`config.mk`:
```
export PLATFORM = sky130hd
export DESIGN_NAME = lfsr_seq_ctrl
export DESIGN_NICKNAME = d
export VERILOG_FILES = /design/src/rtl/lfsr_seq_ctrl.sv
export SDC_FILE = /design/constraint.sdc
export NUM_CORES = 1
export LEC_CHECK = 0
export CAP_MARGIN = 30
export CORE_MARGIN = 2
export CORE_UTILIZATION = 50
export DETAILED_ROUTE_END_ITERATION = 8
export PLACE_DENSITY = 0.8
export SETUP_SLACK_MARGIN = 0.05
export SYNTH_ARGS = -nofsm -noshare
export SYNTH_HDL_FRONTEND = slang
export SYNTH_SLANG_ARGS = --single-unit
```
`constraint.sdc`:
```
create_clock -name clk -period 3.3 [get_ports clk]
set_input_delay 0.825 -clock clk [delete_from_list [all_inputs] [get_ports clk]]
set_output_delay 0.825 -clock clk [all_outputs]
set_load 0.02 [all_outputs]
```
`src/rtl/lfsr_seq_ctrl.sv`:
```
// Command sequencer for the 212-bit scrambler LFSR: optional seed load as 32-bit word writes, then a run of enable cycles.
// Optional abort input is honoured only when LFSR_SEQ_CTRL_ABORT_EN is defined.
module lfsr_seq_ctrl #(
    parameter int          POLY_WIDTH = 212,
    parameter logic [11:0] BASE_ADDR  = 12'h0de,
    parameter int          LEN_WIDTH  = 16
) (
    input  logic                  clk,
    input  logic                  rst,
    input  logic                  cmd_valid,
    output logic                  cmd_ready,
    input  logic                  cmd_load,
    input  logic [POLY_WIDTH-1:0] cmd_seed,
    input  logic [LEN_WIDTH-1:0]  cmd_len,
    input  logic                  abort,
    output logic                  lfsr_write,
    output logic [11:0]           lfsr_addr,
    output logic [31:0]           lfsr_din,
    output logic                  lfsr_enable,
    output logic                  busy,
    output logic                  done,
    output logic                  done_aborted,
    output logic [LEN_WIDTH-1:0]  steps_done
);

    localparam int NW = (POLY_WIDTH + 31) / 32;
    localparam int KW = (NW > 1) ? $clog2(NW) : 1;
    localparam logic [KW-1:0] LAST_K = KW'(NW - 1);

    typedef enum logic [1:0] {
        IDLE = 2'd0,
        LOAD = 2'd1,
        RUN  = 2'd2,
        DONE = 2'd3
    } state_t;

    state_t                  state;
    logic [POLY_WIDTH-1:0]   seed_q;
    logic [LEN_WIDTH-1:0]    len_q;
    logic [KW-1:0]           word_k;
    logic [LEN_WIDTH-1:0]    step_next;
    logic                    abort_hit;

`ifdef LFSR_SEQ_CTRL_ABORT_EN
    assign abort_hit = abort;
`else
    logic unused_abort;
    assign unused_abort = abort;
    assign abort_hit    = 1'b0;
`endif

    assign step_next = steps_done + LEN_WIDTH'(1);

    // Top word is zero-padded above POLY_WIDTH.
    function automatic logic [31:0] seed_word(input logic [POLY_WIDTH-1:0] s,
                                              input logic [KW-1:0] k);
        logic [NW*32-1:0] p;
        p = '0;
        p[POLY_WIDTH-1:0] = s;
        return p[32*k +: 32];
    endfunction

    always_ff @(posedge clk) begin
        if (rst) begin
            state        <= IDLE;
            cmd_ready    <= 1'b1;
            lfsr_write   <= 1'b0;
            lfsr_enable  <= 1'b0;
            lfsr_addr    <= '0;
            lfsr_din     <= '0;
            busy         <= 1'b0;
            done         <= 1'b0;
            done_aborted <= 1'b0;
            steps_done   <= '0;
            seed_q       <= '0;
            len_q        <= '0;
            word_k       <= '0;
        end else begin
            case (state)
                IDLE: begin
                    if (cmd_valid && cmd_ready) begin
                        seed_q     <= cmd_seed;
                        len_q      <= cmd_len;
                        steps_done <= '0;
                        cmd_ready  <= 1'b0;
                        busy       <= 1'b1;
                        word_k     <= '0;
                        if (cmd_load) begin
                            state      <= LOAD;
                            lfsr_write <= 1'b1;
                            lfsr_addr  <= BASE_ADDR;
                            lfsr_din   <= seed_word(cmd_seed, '0);
                        end else if (cmd_len != '0) begin
                            state       <= RUN;
                            lfsr_enable <= 1'b1;
                        end else begin
                            state <= DONE;
                            done  <= 1'b1;
                        end
                    end
                end
                LOAD: begin
                    // The word on the bus this cycle is always written; abort only stops the next one.
                    if (abort_hit || word_k == LAST_K) begin
                        lfsr_write <= 1'b0;
                        if (abort_hit) begin
                            state        <= DONE;
                            done         <= 1'b1;
                            done_aborted <= 1'b1;
                        end else if (len_q != '0) begin
                            state       <= RUN;
                            lfsr_enable <= 1'b1;
                        end else begin
                            state <= DONE;
                            done  <= 1'b1;
                        end
                    end else begin
                        word_k    <= word_k + KW'(1);
                        lfsr_addr <= BASE_ADDR + 12'(word_k) + 12'd1;
                        lfsr_din  <= seed_word(seed_q, word_k + KW'(1));
                    end
                end
                RUN: begin
                    steps_done <= step_next;
                    if (abort_hit || step_next == len_q) begin
                        state        <= DONE;
                        lfsr_enable  <= 1'b0;
                        done         <= 1'b1;
                        done_aborted <= abort_hit;
                    end
                end
                DONE: begin
                    state        <= IDLE;
                    done         <= 1'b0;
                    done_aborted <= 1'b0;
                    busy         <= 1'b0;
                    cmd_ready    <= 1'b1;
                end
                default: state <= IDLE;
            endcase
        end
    end

endmodule

```
==> impl_metrics.yaml <==
sta:
  slew_headroom: 0.3810
  tightest_slew_ns: 0.9239
  min_period_over_period: 0.8424
  tns_ns: 0
  drv_slew: 0
  hold_viol: 0
  finalSetupViolCount: 0
  grt_setup_unrepaired: "no"
  fin_crit_ns: 2.780
  fin_ws_ns: 0.5200
  fmax_mhz: 359.7
  finClkSkew_ns: 0.02238
routing:
  drtAntennaViolNets: 0
  viasPerCell: 5.658
  wl_per_cell_um: 17.82
  wirelength_mm: 39.07
  via_count: 12410
  drt_iter0_drc: 1299
  drc: 0
  dr.pass1.iters: 6
power:
  leakage_nw: 5.975
  vdd_drop_max_mv: 0.5812
  pwr_density_cell_nw_per_um2: 783.7
run:
  cap_violations: 0
placement:
  dpl.hpwl_mm: 27.37
  pre_cts_slack_ns: 0.3959
  place_inst: 2129
  gp_congestion: 0.9305
  io_buffers: 292
clocking:
  clockBufferDepth: 3
  htreeDepth: 1
  cts_sinks: 293
  clk_pin_slew_ns: 0.06
  clk-insertion-delay-late_ns: 0.57
  post-cts-setup-buffers: 0
  post_cts_resized: 0
  cts-root-buf: "clkbuf_16"
  cts_tree: "done"
  ctsHoldBuffers: 0
  cts_inserted_buffers: 31
yosys:
  synth_compound_area_frac: 0.1779
  synthArstFlopShare: 0
  ys.flop_type: "dfxtp_1"
  syn-cell-area_um2: 12910
  syn_inst: 1611
  synth_xor_area_frac: 0.01696
  synthSimpleGateAreaFrac: 0.2106
  yosysTopAreaCell: "dfxtp_1"
  synth-adder-area-share: 0.009692
  synth_top_family_by_area: "simple AND/OR/NAND/NOR gates"
  synth_area_leaders: "dfxtp_1 45%, nand2_1 16%, a21oi_1 10%, mux4_2 5.6%, clkbuf_1 3.1%"
  yosysSeqAreaShare: 0.4544
  syn_area_per_cell_um2: 8.014
  ys_warn_count: 0
  synth_top_area_frac: 0.4544
  synth_edf_count: 0
  synth_cell_types: 55
  synth-seq-cells: 293
  muxShareOfSynthArea: 0.08238
die:
  rows: 58
  start_util: 0.5112
  fp.dieH_um: 164.7
  fp.dieW_um: 164.7
  dieArea_um2: 27120
  core_region_area_um2: 25250
  pin_count: 299
worst_setup_path:
  critPathTopFamily: "simple AND/OR/NAND/NOR gates"
  critPathMaxStageDelay_ns: 0.55
  worstPathCellList: "ha_1, and4_1, nand4_1, xnor2_1, nor4_4, a41oi_2, o31a_1, a211oi_1"
  crit_arrival_ns: 3.24
  worst_setup_path_end_kind: "register"
  critPathSlowestCell: "dfxtp_1"
  path_buf_inv: 0
  crit_fanout: 10
  required_ns: 3.76
  crit_type: "reg -> reg"
  cp-start-kind: "register"
finish:
  area_delta_synth_final_pct: 33.66
  drive_gt1_frac: 0.07593
  final_cell_mix: "542 x nand2_1, 292 x dfxtp_1, 291 x clkdlybuf4s50_1"
  nets: 2075
  final_common_cell: "nand2_1"
  fin_cells: 2193
  multi_input_area_um2: 6484
  seqCellArea_um2: 5869
  fillers: 2018
global_routing:
  antenna_found_initial: 4
  track_usage: 0.2790
  overflow: 0
  grt_pass1_vias: 11530
  grt_start_max_net_pins: 115
  grt_pass1_wl_mm: 60.27
run_status:
  run_status: "completed"
min_path:
  min_path_type: "reg -> reg"
## area by class of cell
type	count	area share
antenna	6	0.0008701
clock buffer	42	0.05257
clock inverter	16	0.01581
inverter	11	0.002393
multi-input combinational	1171	0.3758
sequential	293	0.3401
tap	330	0.02393
timing repair buffer	324	0.1885
## synth_stat cells, types with 2 or more instances
master      n
a311oi_1   24
nor3_1      7
or3_1       4
inv_1      11
a211oi_1    3
buf_1       7
mux2i_1    32
mux4_2     32
ha_1       10
buf_4       7
buf_2      19
o21ai_0    39
mux2_2      2
a31oi_1     4
dfxtp_1   293
xnor2_1    18
nor3b_1     3
nand4_1     9
o311ai_0   30
and4_1      5
nand3_1    13
o211ai_1   12
nand2b_1    3
nor2_1     56
xor2_1      7
and2_1      4
and3_1      3
a32oi_1     2
a21oi_1   268
nor4_1     12
clkbuf_1  107
nand2_1   542
## layer usage
layer	GRT usage	vias to the layer above	wire, um
met5	0	-	0
met4	0.1040	0	1350
met3	0.04721	85	3243
met2	0.4262	512	17490
met1	0.3969	5845	16990
li1	-	5967	-
## metrics by stage
stage	power (mW)	cell area (um2)	hold slack [ns]	utilization
6_report	13.52	17260	0.4498	0.6833
5_1_grt	14.27	17250	0.4717	0.6832
4_1_cts	13.53	17240	0.4519	0.6827
3_5_place_dp	9.607	16060	0.4431	0.6359
3_3_place_gp	9.450	16060	0.4384	0.6358
2_1_floorplan	7.781	12920	0.4315	-
## tightest hold or removal path, cell delays in order (launching register included)
cell and delay, ns:
dfxtp_1 0.31, nand2_1 0.05, a21oi_1 0.05
## state kept, by name, indices dropped and copies added, names as in the netlist
register / cells
seed_q: 212
lfsr_din: 32
len_q: 16
steps_done: 16
lfsr_addr: 7
word_k: 3
state: 2
busy: 1
cmd_ready: 1
done: 1
lfsr_enable: 1
lfsr_write: 1
## logic make-up after synthesis
group                      after synthesis
AOI/OAI and AO/OA                      396
xor gates and xnor gates                25
adders and majority gates               10
buffers and inverters                  151
DFF                                    293
muxes                                   66
other                                    1
and+or+nand+nor                        669
## worst paths after layout
check,startpoint,endpoint,slack (ns),depth (start not counted)
setup / recovery,steps_done[0],done,0.52,8
hold / removal,seed_q[28],seed_q[28],0.45,2
setup reg to reg,steps_done[0],done,0.52,8
hold reg to reg,seed_q[28],seed_q[28],0.45,2
## power by group
group / leakage [nW] / internal (mW) / switching (mW)
logic: 3.00 / 1.96 / 2.88
registers: 2.40 / 4.30 / 0.460
clock network: 0.575 / 2.47 / 1.45
No activity file was read; power rests on OpenSTA's default activity.
